**src/rtl/pvp_hit_resolver.sv**
```systemverilog
// Per-frame hit resolution among NUM_PLAYERS fighters: health, hitstun, KO flags and a FIGHT/OVER match FSM.
// Define PVP_ROUND_RESTART_EN to return from OVER to FIGHT after RESTART_FRAMES ticks and count rounds.
module pvp_hit_resolver #(
    parameter int NUM_PLAYERS    = 2,
    parameter int HP_MAX         = 100,
    parameter int DMG            = 10,
    parameter int HITSTUN_FRAMES = 12,
    parameter int HIT_RANGE_X    = 40,
    parameter int HIT_RANGE_Y    = 48,
    parameter int RESTART_FRAMES = 120
) (
    input  logic                      clk,
    input  logic                      reset,
    input  logic                      SCEN,
    input  logic [10*NUM_PLAYERS-1:0] pos_x,
    input  logic [10*NUM_PLAYERS-1:0] pos_y,
    input  logic [NUM_PLAYERS-1:0]    facing_right,
    input  logic [NUM_PLAYERS-1:0]    attack_damage,
    output logic [8*NUM_PLAYERS-1:0]  health,
    output logic [NUM_PLAYERS-1:0]    hitstun_active,
    output logic [NUM_PLAYERS-1:0]    hit_pulse,
    output logic [NUM_PLAYERS-1:0]    ko,
    output logic                      match_over,
    output logic [2:0]                winner,
    output logic                      draw,
    output logic [3:0]                round_num
);

    if (NUM_PLAYERS < 2 || NUM_PLAYERS > 8 || HP_MAX > 255 || HITSTUN_FRAMES > 63 ||
        RESTART_FRAMES < 1) begin : g_bad_param
        $error("pvp_hit_resolver: illegal parameter value");
    end

    typedef enum logic {FIGHT = 1'b0, OVER = 1'b1} state_t;

    state_t                                  state;
    logic [NUM_PLAYERS-1:0][5:0]             stun;
    logic [NUM_PLAYERS-1:0]                  landed;

    logic [NUM_PLAYERS-1:0][NUM_PLAYERS-1:0] strike;
    logic [NUM_PLAYERS-1:0][3:0]             hits;
    logic [NUM_PLAYERS-1:0][7:0]             health_nx;
    logic [NUM_PLAYERS-1:0][5:0]             stun_nx;
    logic [NUM_PLAYERS-1:0]                  ko_nx;
    logic [NUM_PLAYERS-1:0]                  pulse_nx;
    logic [NUM_PLAYERS-1:0]                  landed_nx;
    logic [NUM_PLAYERS-1:0]                  active_nx;
    logic [3:0]                              alive_nx;
    logic [2:0]                              first_alive_nx;

    function automatic logic [9:0] abs_diff(input logic [9:0] a, input logic [9:0] b);
        logic signed [10:0] d;
        d = $signed({1'b0, a}) - $signed({1'b0, b});
        return d[10] ? 10'(-d) : d[9:0];
    endfunction

    function automatic logic [7:0] sat_sub(input logic [7:0] hp, input logic [3:0] n);
        logic [11:0] loss;
        loss = 12'(DMG) * 12'(n);
        return (12'(hp) <= loss) ? 8'd0 : 8'(12'(hp) - loss);
    endfunction

    // strike[i][j]: attacker i connects on defender j this frame
    always_comb begin
        strike = '0;
        for (int i = 0; i < NUM_PLAYERS; i++) begin
            for (int j = 0; j < NUM_PLAYERS; j++) begin
                if (state == FIGHT && i != j &&
                    attack_damage[i] && !landed[i] && !ko[i] &&
                    !ko[j] && stun[j] == 6'd0 &&
                    abs_diff(pos_x[10*i +: 10], pos_x[10*j +: 10]) <= 10'(HIT_RANGE_X) &&
                    abs_diff(pos_y[10*i +: 10], pos_y[10*j +: 10]) <= 10'(HIT_RANGE_Y) &&
                    (facing_right[i] ? (pos_x[10*j +: 10] >= pos_x[10*i +: 10])
                                     : (pos_x[10*j +: 10] <= pos_x[10*i +: 10])))
                    strike[i][j] = 1'b1;
            end
        end
    end

    always_comb begin
        hits           = '0;
        health_nx      = '0;
        stun_nx        = '0;
        ko_nx          = '0;
        pulse_nx       = '0;
        landed_nx      = '0;
        active_nx      = '0;
        alive_nx       = '0;
        first_alive_nx = '0;
        for (int j = 0; j < NUM_PLAYERS; j++) begin
            for (int i = 0; i < NUM_PLAYERS; i++)
                hits[j] = hits[j] + 4'(strike[i][j]);
            health_nx[j] = sat_sub(health[8*j +: 8], hits[j]);
            ko_nx[j]     = (health_nx[j] == 8'd0);
            pulse_nx[j]  = (hits[j] != 4'd0);
            // One reload per frame no matter how many attackers connected
            if (ko_nx[j])
                stun_nx[j] = 6'd0;
            else if (pulse_nx[j])
                stun_nx[j] = 6'(HITSTUN_FRAMES);
            else if (stun[j] != 6'd0)
                stun_nx[j] = stun[j] - 6'd1;
            else
                stun_nx[j] = 6'd0;
            active_nx[j] = (stun_nx[j] != 6'd0);
            landed_nx[j] = attack_damage[j] & (landed[j] | (|strike[j]));
        end
        // Descending scan leaves the lowest surviving index in first_alive_nx
        for (int k = NUM_PLAYERS - 1; k >= 0; k--) begin
            if (!ko_nx[k]) begin
                alive_nx       = alive_nx + 4'd1;
                first_alive_nx = 3'(k);
            end
        end
    end

`ifdef PVP_ROUND_RESTART_EN
    localparam int RCW = $clog2(RESTART_FRAMES) + 1;
    logic [RCW-1:0] restart_cnt;
`else
    assign round_num = 4'd0;
`endif

    always_ff @(posedge clk) begin
        if (reset) begin
            health         <= {NUM_PLAYERS{8'(HP_MAX)}};
            stun           <= '0;
            hitstun_active <= '0;
            hit_pulse      <= '0;
            ko             <= '0;
            landed         <= '0;
            state          <= FIGHT;
            match_over     <= 1'b0;
            winner         <= 3'd0;
            draw           <= 1'b0;
`ifdef PVP_ROUND_RESTART_EN
            restart_cnt    <= '0;
            round_num      <= 4'd0;
`endif
        end else if (SCEN) begin
            health         <= health_nx;
            stun           <= stun_nx;
            hitstun_active <= active_nx;
            hit_pulse      <= pulse_nx;
            ko             <= ko_nx;
            landed         <= landed_nx;
            case (state)
                FIGHT: begin
                    if (alive_nx <= 4'd1) begin
                        state      <= OVER;
                        match_over <= 1'b1;
                        winner     <= first_alive_nx;
                        draw       <= (alive_nx == 4'd0);
`ifdef PVP_ROUND_RESTART_EN
                        restart_cnt <= '0;
`endif
                    end
                end
                OVER: begin
`ifdef PVP_ROUND_RESTART_EN
                    if (restart_cnt == RCW'(RESTART_FRAMES - 1)) begin
                        state          <= FIGHT;
                        match_over     <= 1'b0;
                        health         <= {NUM_PLAYERS{8'(HP_MAX)}};
                        ko             <= '0;
                        landed         <= '0;
                        stun           <= '0;
                        hitstun_active <= '0;
                        hit_pulse      <= '0;
                        draw           <= 1'b0;
                        winner         <= 3'd0;
                        round_num      <= (round_num == 4'd15) ? round_num : round_num + 4'd1;
                    end else begin
                        restart_cnt <= restart_cnt + RCW'(1);
                    end
`endif
                end
            endcase
        end
    end

endmodule

```
**config.mk**
```make
export PLATFORM = sky130hd
export DESIGN_NAME = pvp_hit_resolver
export DESIGN_NICKNAME = d
export VERILOG_FILES = /design/src/rtl/pvp_hit_resolver.sv
export SDC_FILE = /design/constraint.sdc
export NUM_CORES = 1
export LEC_CHECK = 0
export ABC_CLOCK_PERIOD_IN_PS = 5650
export BUFFER_PORTS_ARGS = -buffer_cell sky130_fd_sc_hd__buf_2
export CELL_PAD_IN_SITES_DETAIL_PLACEMENT = 0
export CELL_PAD_IN_SITES_GLOBAL_PLACEMENT = 1
export CORE_ASPECT_RATIO = 0.75
export CORE_MARGIN = 2
export CORE_UTILIZATION = 43
export CTS_CLUSTER_DIAMETER = 60
export DETAILED_ROUTE_END_ITERATION = 6
export GPL_ROUTABILITY_DRIVEN = 0
export HOLD_SLACK_MARGIN = 0.02
export PLACE_DENSITY_LB_ADDON = 0.1
export SLEW_MARGIN = 5
export SYNTH_ARGS = -nofsm -noshare
export SYNTH_HDL_FRONTEND = slang
export SYNTH_SLANG_ARGS = --single-unit
```
**constraint.sdc**
```tcl
create_clock -name clk -period 5.65 [get_ports clk]
set_input_delay 0.2825 -clock clk [delete_from_list [all_inputs] [get_ports clk]]
set_output_delay 0.2825 -clock clk [all_outputs]
set_load 0.005 [all_outputs]
```
After elaboration in Yosys (flattened, before gate mapping)

Index checks and enable logic that the tools add are counted.

Register bits after elaboration: 42
Output and inout port bits: 31
Word-level logic and storage cells: 94

$add $sub $neg: 13
$mul: 2
$lt $le $gt $ge: 11
Mux-type cells: 22
Bitwise gates (word level): 5
Reduce and logical (&&, ||, !) cells: 30

Operator list:

| kind                                                  | count |
|---|---|
| subtractor 10 x 10 -> 11 bit                          | 4 |
| <= comparator 10 x 6 -> 1 bit (second input constant) | 4 |
| 2-to-1 mux 10 bit                                     | 4 |
| negator 10 bit                                        | 4 |
| 2-to-1 mux 6 bit                                      | 6 |
| nonzero test 6 bit                                    | 4 |
| greater-or-equal comparator 10 bit                    | 2 |
| <= comparator 10 bit                                  | 2 |
| <= comparator 8 x 5 -> 1 bit                          | 2 |
| logical AND 1 bit                                     | 16 |
| zero test 8 bit                                       | 2 |
| 2-to-1 mux 8 bit                                      | 2 |
| subtractor 8 x 5 -> 8 bit                             | 2 |
| zero test 6 bit                                       | 2 |
| subtractor 6 x 1 -> 6 bit (second input constant)     | 2 |
| multiplier 3 x 1 -> 4 bit (first input constant)      | 2 |
| 2-to-1 mux 1 bit                                      | 8 |
| adder 4 x 1 -> 4 bit (second input constant)          | 1 |
| <= comparator 4 x 1 -> 1 bit (second input constant)  | 1 |
| zero test 1 bit                                       | 4 |
| zero test 4 bit                                       | 1 |
| 2-to-1 mux 4 bit                                      | 1 |
| 2-to-1 mux 3 bit                                      | 1 |
| AND reduction 3 bit                                   | 1 |
| 3 further kinds                                       | 5 |

Longest topological paths before layout

Gate-level depths: netlist of the first run.

Depth after elaboration: 20
Mapped depth: 23

Least setup slack after synthesis of the first run

Ideal clock, no wire load.

Path kind: input -> register
From: in pos_x[0]
To: reg draw
Library setup time: 128 ps
Arrival time: 4819 ps
Required time: 5522 ps
Setup slack: 703 ps
Cell stages on the path: 20
Cells stage by stage: inv_1 ha_1 fa_1 nand2b_1 a211oi_2 mux2_2 o2111ai_2 nor2_1 o31a_1 or4_1 or3_1 ha_1 a21oi_1 a41oi_1 nor3b_1 a31oi_1 nand2b_1 nand2_1 a22oi_1 nor2_1

Word-level cells in the longest chain between the ends: 17
Elaborated cells on any way between the ends: 38
Those cells by class: add/sub: 7; mul: 2; order compare: 9; mux: 10; reduce/logical: 10

RTL lines:

| item                                                                             | RTL line | RTL |
|---|---|---|
| start, declared                                                                  | 15       | `input logic [10*NUM_PLAYERS-1:0] pos_x,` |
| subtractor 10 x 10 -> 11 bit                                                     | 53       | `d = $signed({1'b0, a}) - $signed({1'b0, b});` |
| negator 10 bit                                                                   | 54       | `return d[10] ? 10'(-d) : d[9:0];` |
| 2-to-1 mux 10 bit                                                                | 54       |  |
| <= comparator 10 x 6 -> 1 bit                                                    | 71       | `abs_diff(pos_x[10*i +: 10], pos_x[10*j +: 10]) <= 10'(HIT_RANGE_X) &&` |
| logical AND 1 bit                                                                | 70       | `!ko[j] && stun[j] == 6'd0 &&` |
| logical AND 1 bit                                                                | 71       |  |
| logical AND 1 bit                                                                | 72       | `abs_diff(pos_y[10*i +: 10], pos_y[10*j +: 10]) <= 10'(HIT_RANGE_Y) &&` |
| 2-to-1 mux 1 bit                                                                 | 68       | `if (state == FIGHT && i != j &&` |
| multiplier 3 x 1 -> 4 bit                                                        | 59       | `loss = 12'(DMG) * 12'(n);` |
| subtractor 8 x 5 -> 8 bit / <= comparator 8 x 5 -> 1 bit (equally long branches) | 60       | `return (12'(hp) <= loss) ? 8'd0 : 8'(12'(hp) - loss);` |
| 2-to-1 mux 8 bit                                                                 | 60       |  |
| zero test 8 bit                                                                  | 94       | `ko_nx[j] = (health_nx[j] == 8'd0);` |
| 2-to-1 mux 1 bit                                                                 | 110      | `if (!ko_nx[k]) begin` |
| adder 4 x 1 -> 4 bit                                                             | 111      | `alive_nx = alive_nx + 4'd1;` |
| 2-to-1 mux 4 bit *                                                               | 110      |  |
| <= comparator 4 x 1 -> 1 bit                                                     | 149      | `if (alive_nx <= 4'd1) begin` |
| AND reduction 3 bit (no source line)                                             | n/a      |  |
| end signal, assigned                                                             | 153      | `draw <= (alive_nx == 4'd0);` |
| end, declared                                                                    | 25       | `output logic draw,` |

Mark *: on every way between the ends. The rest lies on a longest branch, timed or not.
A chain may end at the register's enable or synchronous reset.

Worst setup path in the final report of the first run

From: in pos_x[0]
To: reg stun[11] (netlist bit)

Word-level cells in the longest chain between the ends: 13
Elaborated cells on any way between the ends: 18
Those cells by class: add/sub: 3; mul: 1; order compare: 4; mux: 6; reduce/logical: 4

RTL lines:

| item                                                                             | RTL line | RTL |
|---|---|---|
| subtractor 10 x 10 -> 11 bit                                                     | 53       |  |
| negator 10 bit                                                                   | 54       |  |
| 2-to-1 mux 10 bit                                                                | 54       |  |
| <= comparator 10 x 6 -> 1 bit                                                    | 71       |  |
| logical AND 1 bit                                                                | 70       |  |
| logical AND 1 bit                                                                | 71       |  |
| logical AND 1 bit *                                                              | 72       |  |
| 2-to-1 mux 1 bit *                                                               | 68       |  |
| multiplier 3 x 1 -> 4 bit                                                        | 59       |  |
| subtractor 8 x 5 -> 8 bit / <= comparator 8 x 5 -> 1 bit (equally long branches) | 60       |  |
| 2-to-1 mux 8 bit                                                                 | 60       |  |
| zero test 8 bit                                                                  | 94       |  |
| 2-to-1 mux 6 bit *                                                               | 97       | `if (ko_nx[j])` |
| end signal, assigned                                                             | 142      | `stun <= stun_nx;` |
| end, declared                                                                    | 37       | `logic [NUM_PLAYERS-1:0][5:0] stun;` |

Marks and branches as above.

==> results of run 1 <==
synth_stat cells (9+ instances only):
cell type,n,share of area
ha_1,48,0.12
a211oi_1,15,0.022
a31oi_1,9,0.011
inv_1,69,0.050
a21oi_1,58,0.057
clkbuf_1,11,0.0080
nand3_1,24,0.023
xnor2_1,15,0.026
o21a_1,12,0.018
nor3_1,41,0.040
nand2_1,39,0.028
nand2b_1,18,0.022
o211ai_1,9,0.013
dfxtp_1,40,0.16
buf_4,12,0.018
nor2_1,72,0.053
nor2b_1,10,0.012
o21ai_0,33,0.032
registers in the layout, indices dropped and copies added (netlist names):
name and cells:
match_over 1, landed 2, health 16, draw 1
hitstun_active 2, state 1, hit_pulse 2, stun 12
ko 2, winner 1
placed cells by master (no fill, tap or decap), types with 6 or more instances in the layout:
cell type / n
o21a_1: 12
a31oi_1: 9
o31ai_1: 8
dfxtp_1: 40
a21oi_1: 58
nor3_1: 41
nand4_1: 8
xnor2_1: 15
conb_1: 6
buf_2: 71
and3_1: 6
ha_1: 48
nand2b_1: 18
o211ai_1: 9
nand3_1: 24
inv_1: 69
nor2b_1: 10
o2111ai_1: 6
a21o_1: 8
nand2_1: 39
or3_1: 6
xor2_1: 8
a211oi_1: 15
o21ai_0: 33
nor2_1: 72
o22ai_1: 8
cells by family (layout without fill, tap and decap cells):
logic type / count (synthesis) / in the layout / share of synthesized area
simple gates: 264 / 264 / 0.2652
compound gates: 219 / 219 / 0.2981
buf+inv: 104 / 153 / 0.08962
fa+ha+maj: 52 / 52 / 0.1325
flops: 40 / 40 / 0.1559
xor+xnor: 23 / 23 / 0.03921
mux: 9 / 9 / 0.01875
other cells: 1 / 6 / 0.0007299
routing by layer:
layer | share of wire | wire (um)
met1 | 0.52 | 7101
met2 | 0.43 | 5913
met3 | 0.043 | 588
met4 | 0.0053 | 72
met5 | 0 | 0
cell type report:
cell class / count / share of cell area
clock buffer: 7 / 0.02664
clock inverter: 1 / 0.005241
inverter: 70 / 0.04586
multi-input combinational: 573 / 0.6798
sequential: 40 / 0.1398
tap: 162 / 0.03538
timing repair buffer: 75 / 0.06726
path summary, 6_finish.rpt:
kind / end / slack, ps / startpoint / cells past startpoint
max: stun[11]$_SDFFE_PP0P_ / 510 / pos_x[0] / 21
min: landed[0]$_SDFFE_PP0P_ / 280 / attack_damage[0] / 3
min reg2reg: hit_pulse[1]$_SDFFE_PP0P_ / 480 / hit_pulse[1]$_SDFFE_PP0P_ / 2
max reg2reg: stun[11]$_SDFFE_PP0P_ / 1350 / stun[9]$_SDFFE_PP0P_ / 16
report_power, final:
part / internal (W) / leakage (nW) / switching (W) / total (W)
clock: 0.000233 / 0.0901 / 0.000120 / 0.000353
sequential: 0.000319 / 0.325 / 0.0000341 / 0.000353
combinational: 0.000297 / 2.12 / 0.000417 / 0.000715
total: 0.000849 / 2.54 / 0.000572 / 0.00142
worst max-delay path: stages:
cell and delay, ps:
buf_2 90, inv_1 40, ha_1 220, fa_1 400
nand2b_1 180, a211oi_2 340, mux2_2 390, o2111ai_2 150
nor2_1 90, o31a_1 260, or4_1 530, or3_1 400
ha_1 340, xnor2_1 230, nor3_1 80, and4_1 220
a31oi_1 440, nand2_1 200, nor4b_1 340, a21oi_1 70
nor2_1 80
per-stage QoR:
step           instance area, um2  hold slack, ps  power (W)  setup WS [ps]
6_report                     5729           275.4   0.001420          508.3
5_1_grt                      5729           307.9   0.001538          152.1
4_1_cts                      5729           275.2   0.001424          548.8
2_1_floorplan                5156           435.8  0.0009167          703.1
3_5_place_dp                 5547           461.5   0.001064          248.7
3_3_place_gp                 5547           457.7   0.001049          434.6
==> results.toml, run 1 <==
[cells_and_area]
post-route-util = 0.4933
regArea_um2 = 800.8
fin_nets = 864
syn_to_final_growth_pct = 11.52
n_fill_cell = 1194
final_cells = 928
multi_input_area_um2 = 3895
drive_above_1_share = 0.1554
insertedDiodeCount = 0

[global_route]
antenna_found_initial = 0
grt_most_used_layer = "met2"
use_met2 = 0.3339
track_usage = 0.2160
grt_max_degree = 37
grt_pass1_wl_um = 22880
grt-ovfl-total = 0
met1_usage = 0.3231
met3_usage = 0.03474
grt_pass1_vias = 4858

[synth]
yosys_most_used_dff = "dfxtp_1"
syn_area_um2 = 5137
synth_edf_count = 0
syn_inst = 712
syn_avg_cell_area_um2 = 7.215
yosys_warnings = 0
synth_seq_cells = 40
synth_seq_area_share = 0.1559
synth_cell_types = 85
async_flop_share = 0

[sta]
finClkSkew_ps = 7.127
finalCritPeriodShare = 0.9100
hold_viol = 0
rsz0062_at_grt = "false"
slew-limit-headroom = 0.4840
tightestPinTransition_ps = 769.3
setup_tns_ps = 0
setup_viol_count_final = 0
period_minus_slack_ps = 5142
fmax_mhz = 194.5
maxSlewViolCount = 0

[setup_path]
critPathLaunchType = "input pin"
critPathMaxFanout = 6
worstPathRequired_ps = 5870
crit_arrival_ps = 5360
endpoint_kind = "flop"
crit_type = "in -> reg"

[status]
status = "completed"

[pwr]
p_leak_nw = 2.536
power_density_nw_per_um2 = 247.9
peakVddDrop_uv = 127.9

[route]
via_per_inst = 5.685
vias = 5276
remaining_drc_errors = 0
drt_pass1_iterations = 5
routedWlPerCell_um = 14.74
drt_iter0_markers = 414
wirelength_um = 13680
ant_nets = 0

[clock_tree]
clk_latency_ps = 290
cts.sinks = 40
cts-buffers-inserted = 5
root_buffer = "clkbuf_16"
cts.path.max_buffers = 2
cts_htree_levels = 2
cts_tree = "built"
holdBufCountCts = 0
cts_resized = 0
post_cts_buffers = 0
clkTransAtPathRegs_ps = 60

[floorplanning]
die-area_um2 = 12850
row_count = 34
coreArea_um2 = 11610
die_w_um = 130.2
dieHeight_um = 98.66
io-pin-count = 78
start_util = 0.4424

[placement]
port_buffers = 71
hpwlAfterDp_um = 10900
placedCellCount = 920

[run]
drv_cap = 0

[worst_hold_path]
worstHoldPathType = "in -> reg"
Note: power is estimated with default switching activity, not from simulation.
==> inputs of run 2 (changes only) <==
--- a/config.mk
+++ b/config.mk
@@ -9,7 +9,6 @@
 export BUFFER_PORTS_ARGS = -buffer_cell sky130_fd_sc_hd__buf_2
 export CELL_PAD_IN_SITES_DETAIL_PLACEMENT = 0
 export CELL_PAD_IN_SITES_GLOBAL_PLACEMENT = 1
-export CORE_ASPECT_RATIO = 0.75
 export CORE_MARGIN = 2
 export CORE_UTILIZATION = 43
 export CTS_CLUSTER_DIAMETER = 60
@@ -17,6 +16,7 @@
 export GPL_ROUTABILITY_DRIVEN = 0
 export HOLD_SLACK_MARGIN = 0.02
 export PLACE_DENSITY_LB_ADDON = 0.1
+export REMOVE_ABC_BUFFERS = 1
 export SLEW_MARGIN = 5
 export SYNTH_ARGS = -nofsm -noshare
 export SYNTH_HDL_FRONTEND = slang
==> run 2 against run 1 <==
The flow now finishes with violations (design-rule violations). Power fell by 2.0%. Fmax down 0.63%. Cell count decreased by 2.2%. Combinational power about the same. Hold slack better by 31 ps. Global-route usage fell by 1.1 points. Sequential share of layout area increased by 0.12 points. Register-to-register slack worse by 110 ps. Critical path type unchanged. Critical endpoint unchanged. Largest cell class unchanged. Highest routed layer unchanged.
==> results.toml, run 2 (synthesis results as in run 1) <==
[clock_tree]
root_buffer = "clkbuf_16"
cts.path.max_buffers = 2
cts_htree_levels = 2
cts_tree = "built"
cts.sinks = 40
holdBufCountCts = 0
clkTransAtPathRegs_ps = 60
clk_latency_ps = 290
post_cts_buffers = 0
cts-buffers-inserted = 5
cts_resized = 0

[global_route]
grt_max_degree = 37
track_usage = 0.2052
grt_pass1_vias = 4722
grt-ovfl-total = 0
antenna_found_initial = 0
grt_pass1_wl_um = 22210

[cells_and_area]
layout_commonest_cell = "nor2_1"
drive_above_1_share = 0.1529
insertedDiodeCount = 0
top_register = "health"
fin_nets = 863
largest_reg_flops = 16
syn_to_final_growth_pct = 10.55
final_cell_mix = "nor2_1, buf_2, inv_1"
reg.largest.list = "health (16), stun (12)"

[status]
violations = "design-rule violations"
status = "finished, violations left"

[route]
via_per_inst = 5.760
ant_nets = 0
wirelength_um = 13240
remaining_drc_errors = 1
drt_iter0_markers = 330
drt_pass1_iterations = 7
vias = 5230
routedWlPerCell_um = 14.58

[setup_path]
crit_arrival_ps = 5400
cpPeakStageDelay_ps = 560
endpoint_kind = "flop"
path_cells = "buf_2 > inv_1 > ha_1 > fa_1 > nand2b_1 > a211oi_2 > mux2_2 > o2111ai_2 > nor2_1 > o31a_1 > or4_1 > or3_1 > ha_1 > xnor2_1 > nor3_1 > and4_1 > a31oi_1 > nand2_1 > nor4b_1 > a21oi_1 > nor2_1"
crit_type = "in -> reg"
critPathMaxFanout = 6
worstPathRequired_ps = 5870
cpLargestDelayFamily = "simple AND/OR/NAND/NOR gates"
critPathLaunchType = "input pin"
crit_path_top_delay_cell = "or4_1"
worst-path-buf-inv = 2

[pwr]
peakVddDrop_uv = 115.7
power_density_nw_per_um2 = 245.0
p_total_w = 0.001392
p_leak_nw = 2.522

[sta]
finalCritPeriodShare = 0.9158
hold_viol = 0
setup_tns_ps = 0
maxSlewViolCount = 0
rsz0062_at_grt = "false"
finClkSkew_ps = 5.911
slew-limit-headroom = 0.4701
tightestPinTransition_ps = 790.0
period_minus_slack_ps = 5175
fmax_mhz = 193.3
setup_viol_count_final = 0

[worst_hold_path]
worstHoldPathType = "in -> reg"

[floorplanning]
row_count = 39
die_w_um = 113.3
start_util = 0.4461
die-area_um2 = 12840
io-pin-count = 78
coreArea_um2 = 11520
dieHeight_um = 113.3

[placement]
port_buffers = 71
hpwlAfterDp_um = 10540

[run]
drv_cap = 0
==> run 2: changes by cell type in the layout (fill, tap and decap cells not counted), sizes merged <==
| cell | delta |
|---|---|
| clkbuf | -1 |
| clkinv | +1 |
| buf | -1 |
==> run 2: worst paths after layout <==
kind	start	end	slack, ps	cells past startpoint
max	pos_x[0]	stun[11]$_SDFFE_PP0P_	480	21
min	attack_damage[0]	landed[0]$_SDFFE_PP0P_	310	3
max reg2reg	stun[9]$_SDFFE_PP0P_	stun[11]$_SDFFE_PP0P_	1240	16
min reg2reg	hit_pulse[1]$_SDFFE_PP0P_	hit_pulse[1]$_SDFFE_PP0P_	480	2
==> run 2: metrics by stage <==
step / util / std cells / hold slack [ps] / area [um2] / setup slack [ps]
2_1_floorplan: - / 683 / 348.7 / 4959 / 707.5
3_3_place_gp: 0.4789 / 900 / 456.7 / 5515 / 378.6
6_report: 0.4932 / 908 / 306.5 / 5679 / 475.5
4_1_cts: 0.4932 / 908 / 294.2 / 5679 / 496.8
3_5_place_dp: 0.4789 / 900 / 465.3 / 5515 / 202.8
5_1_grt: 0.4932 / 908 / 314.5 / 5679 / 69.67
==> run 2: cell type report <==
type,instances,area [um2]
inverter,70,262.8
tap,143,178.9
clock inverter,2,35.03
fill,1192,5837
multi-input combinational,573,3895
sequential,40,800.8
timing repair buffer,74,377.9
clock buffer,6,128.9
==> run 2: layer usage <==
| layer | track usage | vias to the layer above | wire length, um |
|---|---|---|---|
| met3 | 0.02196 | 9 | 425 |
| li1 | - | 2683 | - |
| met1 | 0.2804 | 2440 | 6424 |
| met2 | 0.3473 | 98 | 6282 |
| met4 | 0.04878 | 0 | 106 |
| met5 | 0 | - | 0 |
==> run 2: power by group <==
part	internal [W]	leakage (nW)	switching, W
Combinational	0.000296	2.12	0.000421
Clock	0.000208	0.0808	0.000113
Sequential	0.000319	0.325	0.0000346
==> run 2: worst register-to-register path: stages (launching register included) <==
cell	delay, ps
dfxtp_1	360
nor3_1	380
and3_1	230
nand4b_1	150
a31oi_1	220
o221ai_1	140
or4_1	490
or3_1	410
ha_1	340
xnor2_1	250
nor3_1	70
and4_1	220
a31oi_1	420
nand2_1	210
nor4b_1	330
a21oi_1	70
nor2_1	80
==> inputs of run 3 (changes only) <==
--- a/config.mk
+++ b/config.mk
@@ -5,7 +5,7 @@
 export SDC_FILE = /design/constraint.sdc
 export NUM_CORES = 1
 export LEC_CHECK = 0
-export ABC_CLOCK_PERIOD_IN_PS = 5650
+export ABC_CLOCK_PERIOD_IN_PS = 4830
 export BUFFER_PORTS_ARGS = -buffer_cell sky130_fd_sc_hd__buf_2
 export CELL_PAD_IN_SITES_DETAIL_PLACEMENT = 0
 export CELL_PAD_IN_SITES_GLOBAL_PLACEMENT = 1
==> constraint.sdc (replaced) <==
create_clock -name clk -period 4.83 [get_ports clk]
set_input_delay 0.2415 -clock clk [delete_from_list [all_inputs] [get_ports clk]]
set_output_delay 0.2415 -clock clk [all_outputs]
set_load 0.005 [all_outputs]
==> run 3 against run 2 <==
The run now ends clean. Register-to-register slack lost 510 ps. Die area is the same. Clock power grew 4%. Wire length grew 4.7%. Largest power group unchanged.
==> results.toml, run 3 (synthesis results as in run 1) <==
[status]
status = "completed"

[sta]
period_minus_slack_ps = 4670
rsz0062_at_grt = "true"
setup_tns_ps = 0
finalHoldWorstSlack_ps = 258.3
tightestPinTransition_ps = 781.9
fmax_mhz = 214.1
slew-limit-headroom = 0.4755
maxSlewViolCount = 0
finalCritPeriodShare = 0.9669
finClkSkew_ps = 2.685
setup_viol_count_final = 0
hold_viol = 0

[route]
vias = 5563
routedWlPerCell_um = 14.22
drt_pass1_iterations = 7
ant_nets = 0
remaining_drc_errors = 0
drt_iter0_markers = 324
wirelength_um = 13860
via_per_inst = 5.706

[floorplanning]
io-pin-count = 78
row_count = 39
start_util = 0.4461
die-area_um2 = 12840
die_w_um = 113.3
coreArea_um2 = 11520
dieHeight_um = 113.3

[setup_path]
endpoint_kind = "flop"
cpLargestDelayFamily = "simple AND/OR/NAND/NOR gates"
crit_path_top_delay_cell = "or4_4"
worst-path-buf-inv = 2
crit_type = "in -> reg"
critPathLaunchType = "input pin"
crit_arrival_ps = 4880
crit_path_frequent_cell = "or3_4"
path_cells = "buf_2 > inv_1 > ha_1 > fa_1 > nand2b_1 > a211oi_2 > mux2_4 > o2111ai_4 > nor2_1 > o31a_1 > or4_4 > or3_4 > ha_4 > xnor2_2 > nor3_1 > and4_1 > a31o_2 > or3_4 > nor3_2 > a21oi_1 > o22ai_1"
worstPathRequired_ps = 5040
critPathMaxFanout = 5
cpPeakStageDelay_ps = 540

[pwr]
p_leak_nw = 2.875
power_density_nw_per_um2 = 274.0
peakVddDrop_uv = 133.1

[clock_tree]
cts_htree_levels = 2
cts-buffers-inserted = 5
cts.sinks = 40
clk_latency_ps = 280
root_buffer = "clkbuf_16"
cts_tree = "built"
cts.path.max_buffers = 2
clkTransAtPathRegs_ps = 60

[cells_and_area]
layout_commonest_cell = "nor2_1"
reg.largest.list = "health (16), stun (12)"
final_cell_mix = "nor2_1, buf_2, buf_4"
insertedDiodeCount = 0
top_register = "health"
largest_reg_flops = 16
drive_above_1_share = 0.2548
fin_nets = 930
syn_to_final_growth_pct = 22.77

[worst_hold_path]
worstHoldPathType = "in -> reg"

[global_route]
grt-ovfl-total = 0
grt_pass1_vias = 5070
grt_max_degree = 37
track_usage = 0.2091
antenna_found_initial = 0
grt_pass1_wl_um = 22910

[placement]
port_buffers = 71
hpwlAfterDp_um = 11060

[run]
drv_cap = 0
## run 3: cell count changes in the layout (fill, tap and decap cells not counted), sizes merged
| cell | delta |
|---|---|
| buf | +67 |
| bufinv | -1 |
| clkinv | +1 |
## run 3: worst paths after layout
path | startpoint | endpoint | slack (ps) | cells past startpoint
max reg2reg | stun[9]$_SDFFE_PP0P_ | stun[9]$_SDFFE_PP0P_ | 730 | 16
min reg2reg | landed[1]$_SDFFE_PP0P_ | landed[1]$_SDFFE_PP0P_ | 480 | 2
max | pos_x[0] | stun[9]$_SDFFE_PP0P_ | 160 | 21
min | attack_damage[0] | landed[0]$_SDFFE_PP0P_ | 260 | 3
## run 3: power by group
part	leakage, nW	internal, W	switching, W
registers	0.325	0.000373	0.0000435
logic	2.47	0.000446	0.000532
clock network	0.0766	0.000204	0.000131
## run 3: worst reg2reg max path, stage by stage (launching register included)
cell and delay, ps:
dfxtp_1 390, nor3_1 340, and3_1 240, nand4b_1 180, a31oi_1 230, o221ai_1 140, or4_4 450, or3_4 420
ha_4 310, xnor2_2 120, nor3_1 60, and4_1 220, a31o_2 260, or3_4 350, nor3_2 110, a21oi_1 60
o22ai_1 150
## run 3: timing repair
action                                  CTS  global route
pin swaps                                 0             5
hold buffers                              0             0
endpoints found under the setup margin    4            21
setup buffers                             0             0
gates resized for setup                   2            30
## run 3: through the flow
step / total power (W) / area [um2] / setup WS [ps] / instances / utilization
2_1_floorplan: 0.001051 / 4959 / -71.46 / 683 / -
3_3_place_gp: 0.001326 / 6018 / -220.0 / 967 / 0.5226
3_5_place_dp: 0.001349 / 6018 / -310.4 / 967 / 0.5226
4_1_cts: 0.001692 / 6178 / -3.602 / 975 / 0.5365
5_1_grt: 0.001857 / 6307 / -20.13 / 975 / 0.5477
6_report: 0.001728 / 6307 / 159.8 / 975 / 0.5477
## run 3: per-layer routing
metal,part of all wire,global-route usage
met3,0.036,0.01393
met2,0.49,0.3725
met4,0.0091,0.04959
met5,0,0
met1,0.47,0.2760
## run 3: layout make-up
type	count	area, um2
well taps	143	178.9
flip-flops and latches	40	800.8
clock inverters	2	10.01
inverters	70	262.8
multi-input cells	573	4035
clock buffers	6	138.9
repair buffers	141	880.8
fillers	1130	5209
